## src/rtl/filter_decimator_if.sv

```systemverilog
// Bundles the sample-in strobe, the valid/ready output stream and the status flags
// that pass between the FIR output, filter_decimator and the downstream consumer.
interface filter_decimator_if #(
    parameter int DataWidth  = 16,
    parameter int DecimWidth = 8,
    parameter int Depth      = 4
);
    localparam int FillWidth = $clog2(Depth) + 1;

    logic                        clear_i;
    logic [DecimWidth-1:0]       decim_i;
    logic                        data_in_req_i;
    logic signed [DataWidth-1:0] data_in_i;
    logic                        data_out_valid_o;
    logic                        data_out_ready_i;
    logic signed [DataWidth-1:0] data_out_o;
    logic [FillWidth-1:0]        fill_o;
    logic                        overflow_o;

    modport slave (
        input  clear_i, decim_i, data_in_req_i, data_in_i, data_out_ready_i,
        output data_out_valid_o, data_out_o, fill_o, overflow_o
    );

    modport master (
        output clear_i, decim_i, data_in_req_i, data_in_i, data_out_ready_i,
        input  data_out_valid_o, data_out_o, fill_o, overflow_o
    );
endinterface

```

## src/rtl/filter_decimator.sv

```systemverilog
// Keeps every N-th FIR output sample and queues the kept ones in a small
// first-word-fall-through FIFO drained over a valid/ready handshake.
module filter_decimator #(
    parameter int DataWidth  = 16,
    parameter int DecimWidth = 8,
    parameter int Depth      = 4
) (
    input logic                clk_i,
    input logic                rst_ni,
    filter_decimator_if.slave  bus
);
    localparam int AddrWidth = $clog2(Depth);
    localparam int FillWidth = AddrWidth + 1;
    localparam logic [FillWidth-1:0] FullCount = FillWidth'(Depth);

    logic [DecimWidth-1:0]       phase;
    logic [DecimWidth-1:0]       nlat;
    logic [DecimWidth-1:0]       decim_eff;
    logic [AddrWidth-1:0]        wr_ptr;
    logic [AddrWidth-1:0]        rd_ptr;
    logic [FillWidth-1:0]        count;
    logic                        overflow;
    logic signed [DataWidth-1:0] mem [Depth];

    logic strobe, keep, wrap, full, empty, pop, push, drop;

    always_comb begin
        decim_eff = (bus.decim_i == '0) ? DecimWidth'(1) : bus.decim_i;
        // A strobe coinciding with clear is discarded outright.
        strobe    = bus.data_in_req_i & ~bus.clear_i;
        keep      = strobe & (phase == '0);
        wrap      = (phase == nlat - DecimWidth'(1));
        full      = (count == FullCount);
        empty     = (count == '0);
        pop       = ~empty & bus.data_out_ready_i & ~bus.clear_i;
        // A full FIFO still accepts a push when the head leaves in the same cycle.
        push      = keep & (~full | pop);
        drop      = keep & full & ~pop;
    end

    always_ff @(posedge clk_i or negedge rst_ni) begin
        if (!rst_ni) begin
            phase    <= '0;
            nlat     <= DecimWidth'(1);
            wr_ptr   <= '0;
            rd_ptr   <= '0;
            count    <= '0;
            overflow <= 1'b0;
        end else if (bus.clear_i) begin
            phase    <= '0;
            nlat     <= decim_eff;
            wr_ptr   <= '0;
            rd_ptr   <= '0;
            count    <= '0;
            overflow <= 1'b0;
        end else begin
            // The factor is only re-sampled at a period boundary.
            if (strobe) begin
                if (wrap) begin
                    phase <= '0;
                    nlat  <= decim_eff;
                end else begin
                    phase <= phase + DecimWidth'(1);
                end
            end
            if (push) wr_ptr <= wr_ptr + AddrWidth'(1);
            if (pop)  rd_ptr <= rd_ptr + AddrWidth'(1);
            case ({push, pop})
                2'b10:   count <= count + FillWidth'(1);
                2'b01:   count <= count - FillWidth'(1);
                default: count <= count;
            endcase
            if (drop) overflow <= 1'b1;
        end
    end

    always_ff @(posedge clk_i) begin
        if (push) mem[wr_ptr] <= bus.data_in_i;
    end

    assign bus.data_out_valid_o = ~empty;
    assign bus.data_out_o       = empty ? '0 : mem[rd_ptr];
    assign bus.fill_o           = count;
    assign bus.overflow_o       = overflow;
endmodule

```

## src/flat_wrapper.sv

```systemverilog
// flat-port wrapper written by rule: the top's interface ports become plain ports
module filter_decimator_flat 
#(
    parameter int DataWidth  = 16,
    parameter int DecimWidth = 8,
    parameter int Depth      = 4
)
  (clk_i, rst_ni, bus_clear_i, bus_decim_i, bus_data_in_req_i, bus_data_in_i, bus_data_out_ready_i, bus_data_out_valid_o, bus_data_out_o, bus_fill_o, bus_overflow_o);
  filter_decimator_if #(.DataWidth(DataWidth), .DecimWidth(DecimWidth), .Depth(Depth)) bus_i ();
  input logic clk_i;
  input logic rst_ni;
  input wire logic [$bits(bus_i.clear_i)-1:0] bus_clear_i;
  input wire logic [$bits(bus_i.decim_i)-1:0] bus_decim_i;
  input wire logic [$bits(bus_i.data_in_req_i)-1:0] bus_data_in_req_i;
  input wire logic [$bits(bus_i.data_in_i)-1:0] bus_data_in_i;
  input wire logic [$bits(bus_i.data_out_ready_i)-1:0] bus_data_out_ready_i;
  output wire logic [$bits(bus_i.data_out_valid_o)-1:0] bus_data_out_valid_o;
  output wire logic [$bits(bus_i.data_out_o)-1:0] bus_data_out_o;
  output wire logic [$bits(bus_i.fill_o)-1:0] bus_fill_o;
  output wire logic [$bits(bus_i.overflow_o)-1:0] bus_overflow_o;
  assign bus_i.clear_i = bus_clear_i;
  assign bus_i.decim_i = bus_decim_i;
  assign bus_i.data_in_req_i = bus_data_in_req_i;
  assign bus_i.data_in_i = bus_data_in_i;
  assign bus_i.data_out_ready_i = bus_data_out_ready_i;
  assign bus_data_out_valid_o = bus_i.data_out_valid_o;
  assign bus_data_out_o = bus_i.data_out_o;
  assign bus_fill_o = bus_i.fill_o;
  assign bus_overflow_o = bus_i.overflow_o;
  filter_decimator #(.DataWidth(DataWidth), .DecimWidth(DecimWidth), .Depth(Depth)) u_core (.clk_i(clk_i), .rst_ni(rst_ni), .bus(bus_i));
endmodule
```

## config.mk

```make
export PLATFORM = sky130hd
export DESIGN_NAME = filter_decimator_flat
export DESIGN_NICKNAME = d
export VERILOG_FILES = /design/src/rtl/filter_decimator_if.sv /design/src/rtl/filter_decimator.sv /design/src/flat_wrapper.sv
export SDC_FILE = /design/constraint.sdc
export NUM_CORES = 1
export LEC_CHECK = 0
export BUFFER_PORTS_ARGS = -buffer_cell sky130_fd_sc_hd__buf_2
export CAP_MARGIN = 10
export CORE_MARGIN = 5
export CORE_UTILIZATION = 57
export CTS_CLUSTER_SIZE = 40
export DETAILED_ROUTE_END_ITERATION = 12
export PLACE_DENSITY = 0.8
export SKIP_LAST_GASP = 1
export SLEW_MARGIN = 20
export SYNTH_ARGS = -nofsm -noshare
export SYNTH_HDL_FRONTEND = slang
export SYNTH_SLANG_ARGS = --single-unit
```

## constraint.sdc

```tcl
create_clock -name clk_i -period 2.8 [get_ports clk_i]
set_input_delay 0.28 -clock clk_i [delete_from_list [all_inputs] [get_ports clk_i]]
set_output_delay 0.28 -clock clk_i [all_outputs]
set_load 0.02 [all_outputs]
```

== Word-level counts from Yosys, hierarchy flattened ==
Memories as Yosys holds them, arrays and structs flattened.
Cells that the tools add are included.
Widths: inputs -> output; s select.
Operators by class
  $add $sub $neg: 6
  multiply operators: 0
  divide/modulo/power cells: 0
  $lt $le $gt $ge: 0
  equal/unequal tests: 4
  shifts and indexed selects: 0
  muxes and demuxes: 18
  bitwise operators: 12
  reduce and logical (&&, ||, !) cells: 10
Operators by type and width (number)
  $mux 8: 7
  $logic_not 8->1: 2
  $mux 16: 1
  $reduce_bool 2->1: 5
  $add 8x1->8 const B: 1
  $eq 8x8->1: 1
  $mux 2: 4
  $sub 8x1->8 const B: 1
  $and 1x1->1: 7
  $pmux 3 s2: 1
  $add 2x1->2 const B: 2
  $mux 1: 4
  $not 1->1: 4
  $add 3x1->3 const B: 1
  $eq 3x3->1 const B: 1
  $logic_not 3->1: 1
  $mux 3: 1
  $reduce_bool 3->1: 1
  $sub 3x1->3 const B: 1
  $eq 2x1->1 const B: 1
  $eq 2x2->1 const B: 1
  $reduce_and 2->1: 1
  $or 1x1->1: 1
Word-level totals
  register bits after elaboration: 24
  latch bits: 0
  RAM bits: 64
  ROM bits: 0
  output and inout port bits: 21
  word-level logic and storage cells: 57
  memories kept: 1
Memory list
  u_core.mem: words 4, bits a word 16, read ports 1, clocked after memory_dff 0, wr ports 1, RTL line filter_decimator.sv:23  | logic signed [DataWidth-1:0] mem [Depth];

== Depth between registers and ports, before layout ==
  word-level depth: 9
  gate-level depth with buffers: 10
  gate-level depth less buffers: 9

== Least setup slack after synthesis ==
No wires, ideal clock.
  path type: reg-to-reg
  start point: register u_core.phase[2]
  end point: memory u_core.mem[0][0], enable pin
  setup time: 374 ps
  arrival: 1912 ps
  slack: 514 ps
  stages on the path, launching flop included: 6
  path buffers: 1
  clock period less this slack: 2286 ps
  cell sequence: dfrtp_1 clkbuf_1 nor4_1 nand4_1 nor3_1 and2_1
Between the ends
  longest elaborated chain between the ends: 5
Ends and longest elaborated chain
  start, declared: RTL line filter_decimator.sv:16  | logic [DecimWidth-1:0] phase;
  start signal, assigned: RTL line filter_decimator.sv:63  | phase <= phase + DecimWidth'(1);
  $logic_not 8->1: RTL line filter_decimator.sv:31  | keep = strobe & (phase == '0);
  $and 1x1->1: RTL line filter_decimator.sv:31
  $and 1x1->1: RTL line filter_decimator.sv:37  | push = keep & (~full | pop);
  $mux 1: RTL line filter_decimator.sv:78  | if (push) mem[wr_ptr] <= bus.data_in_i;
  $mux 1 (not written as such): RTL line filter_decimator.sv:78
  end, declared: RTL line filter_decimator.sv:23
Every way passes these cells.

== Worst setup path in the final report ==
  start point: register u_core.nlat[0]
  end point: register u_core.nlat[1]
Between the ends
  longest elaborated chain between the ends: 4
Ends and longest elaborated chain
  start, declared: RTL line filter_decimator.sv:17  | logic [DecimWidth-1:0] nlat;
  start signal, assigned: RTL line filter_decimator.sv:44  | nlat <= DecimWidth'(1);
  start signal, assigned: RTL line filter_decimator.sv:51  | nlat <= decim_eff;
  start signal, assigned: RTL line filter_decimator.sv:61  | nlat <= decim_eff;
  $sub 8x1->8: RTL line filter_decimator.sv:32  | wrap = (phase == nlat - DecimWidth'(1));
  $eq 8x8->1: RTL line filter_decimator.sv:32
  $reduce_bool 2->1 (no line)
  $reduce_and 2->1 (no line)
Every way passes these cells.
A chain may end at the register's enable or synchronous reset.

==> impl_metrics.yaml <==
critical_path:
  startpoint_type: "register"
  required_ns: 3.03
  worstSetupEndpointType: "register"
  arrival_ns: 2.92
  cp_max_fo: 8
  critPathKind: "reg2reg"
detailed_routing:
  first_pass_iters: 4
  viasPerCell: 5.60
  final_antenna_net_count: 0
  drc: 0
  vias: 2395
  routedWlPerCell_um: 17.0
  routed_wl_mm: 7.29
  drt_iter0_drc: 83
yosys:
  synth-simple-area-share_pct: 11.4
  synth_compound_area_share_pct: 4.16
  avgSynthCellArea_um2: 14.9
  yosysWarnings: 0
  synth_edf_count: 64
  synth_mux_area_share_pct: 12.5
  yosysSeqAreaShare_pct: 63.1
  synth_top_family_by_area: "multiplexers"
  async_reset_ff_share_pct: 27.3
  syn_inst: 269
  syn-cell-area_mm2: 0.00400
  synthTopCellsByArea: "edfxtp_1 (48%), dfrtp_1 (14%), mux4_2 (9.0%)"
  synth_fp_nets: 306
  synth_fa_ha_area_share_pct: 2.69
  synth_flop_cell: "edfxtp_1"
  ys_seq_elements: 88
  synth_largest_area_cell: "edfxtp_1"
  synth-xor-area-share_pct: 3.50
  synth_top_area_share_pct: 48.0
  synth.distinct_cells: 47
placement:
  gp_congestion: 0.891
  hpwl_mm: 5.04
  numPortBuffers: 49
  placed_area_mm2: 0.00437
  pre_cts_slack_ns: 0.177
sta:
  skew_ns: 0.0114
  drv_slew: 0
  setup_slack_ns: 0.116
  rsz0062_at_grt: "no"
  hold_viol_final: 0
  timing.final.crit_share_pct: 95.8
  setup_tns_ns: 0
  tightest_slew_ns: 0.756
  finalSetupViolCount: 0
  clock.fmax_mhz: 373
  max_slew_margin_pct: 49.6
  period_minus_slack_ns: 2.68
cts:
  cts_root_buffer: "clkbuf_8"
  cts_max_path_buffers: 2
  numCtsBuffers: 9
  cts_htree_levels: 3
  worstSkewPairLatency_ns: 0.35
  clkSinkCount: 88
  cts_tree: "done"
  clk_pin_slew_worst_paths_ns: 0.09
grt:
  grt_pass1_vias: 2359
  overflow: 0
  antenna_found_initial: 0
  grt_max_degree: 25
  grt_pass1_wl_mm: 11.9
  grtUsageTotal_pct: 17.9
floorplanning:
  core_area_mm2: 0.00679
  die_h_um: 93.8
  num_rows: 30
  dieArea_mm2: 0.00879
  chipWidth_um: 93.8
  io_pins: 50
  start_util_pct: 58.9
power:
  p_per_area_mw_per_mm2: 679
  p_leak_uw: 0.00177
  ir_drop_v: 0.000419
final_layout:
  finish.instance_area_mm2: 0.00459
  layout.nets: 363
  area_growth_pct: 14.9
  drive_gt1_share_pct: 31.4
status:
  outcome: "finished clean"
min_path:
  hold_class: "in2reg"
run:
  drv_cap: 0
==> critical path: stages, from the launching register on <==
cell     delay [ns]
dfstp_2        0.59
inv_1          0.07
ha_1           0.28
xnor2_1        0.15
and4b_1        0.18
a41o_1         0.21
nor2_2         0.19
o31a_1         0.49
mux2_2         0.39
==> metal layers <==
metal / wire length (um) / share of wire (%) / up-vias / global-route usage (%)
li1: - / - / 1115 / -
met1: 3190 / 44 / 1197 / 23.5
met2: 3610 / 50 / 74 / 28.9
met3: 381 / 5.2 / 9 / 3.77
met4: 111 / 1.5 / 0 / 7.82
met5: 0 / 0 / - / 0
==> registers in the layout, summed over array words and instances (netlist names) <==
name and cells:
u_core.mem 64, u_core.nlat 8, u_core.phase 8, u_core.bus.fill_o 3, u_core.rd_ptr 2, u_core.wr_ptr 2, u_core.bus.overflow_o 1
==> cells by family after synthesis <==
logic type	Yosys count
flip-flops	88
AND/OR/NAND/NOR	81
multiplexers	27
AO/OA/AOI/OAI	26
buffers and inverters	23
XOR/XNOR	16
adder cells (fa/ha/maj)	8
==> area by class of cell <==
class	count	area (um2)
Sequential cell	88	2520
Tap cell	96	120
Inverter	8	30.0
Antenna cell	1	2.50
Clock inverter	4	53.8
Multi-Input combinational cell	158	1370
Clock buffer	12	155
Timing Repair Buffer	61	338
Fill cell	458	2200
==> where the power goes <==
| group | switching [uW] | internal (uW) |
|---|---|---|
| clock network | 432 | 463 |
| logic | 394 | 316 |
| registers | 60.9 | 1450 |
==> per-stage QoR <==
step           instances  power (uW)  hold slack, ns  util (%)
2_1_floorplan        269        2030         -0.0156         -
3_3_place_gp         410        2240           0.288      64.4
3_5_place_dp         410        2260           0.293      64.4
4_1_cts              427        3150           0.128      67.6
5_1_grt              427        3270           0.123      67.6
6_report             428        3120           0.140      67.6
==> cells in the mapped netlist, drive strengths merged, types with 3 or more instances <==
master,number
edfxtp,64
and2,24
dfrtp,23
mux4,16
nor2,14
nand2,12
xnor2,12
clkbuf,9
inv,8
nor3,8
a21oi,7
ha,7
mux2,7
o21ai,7
buf,6
mux2i,4
nand3,4
xor2,4
nand2b,3
nand4,3
nor4,3
==> worst paths after layout <==
kind                                        from                    end  slack [ns]  cells after the start
setup / recovery                  u_core.nlat[0]         u_core.nlat[1]        0.12                      8
hold / removal                 bus_data_in_i[13]      u_core.mem[0][13]        0.14                      1
setup reg to reg                  u_core.nlat[0]         u_core.nlat[1]        0.12                      8
hold reg to reg            u_core.bus.overflow_o  u_core.bus.overflow_o        0.50                      2
max in group asynchronous                 rst_ni       u_core.wr_ptr[0]        1.99                      2
min in group asynchronous                 rst_ni         u_core.nlat[6]        0.44                      2
==> layout by cell type (no fill, tap or decap), types with 2 or more instances in the layout <==
cell type	count
nor2_1	13
and4_1	2
nand3_1	4
a31oi_1	2
inv_1	8
o211ai_1	2
mux4_2	16
a21oi_1	7
nand4_1	2
nor3_1	7
o21ai_0	7
dfrtp_1	23
xor2_1	4
and2_1	24
edfxtp_1	64
nor2b_1	2
nor4_1	3
clkinvlp_4	2
ha_1	7
buf_4	11
mux2_4	6
clkbuf_8	11
nand2b_1	3
mux2i_1	4
nand2_1	12
xnor2_1	12
buf_2	49
==> timing repair <==
item,CTS,global route
hold endpoints to repair,23,0
hold buffers,1,0
resized for setup,0,0
buffers inserted,0,0
(Power assumes the default switching activity.)
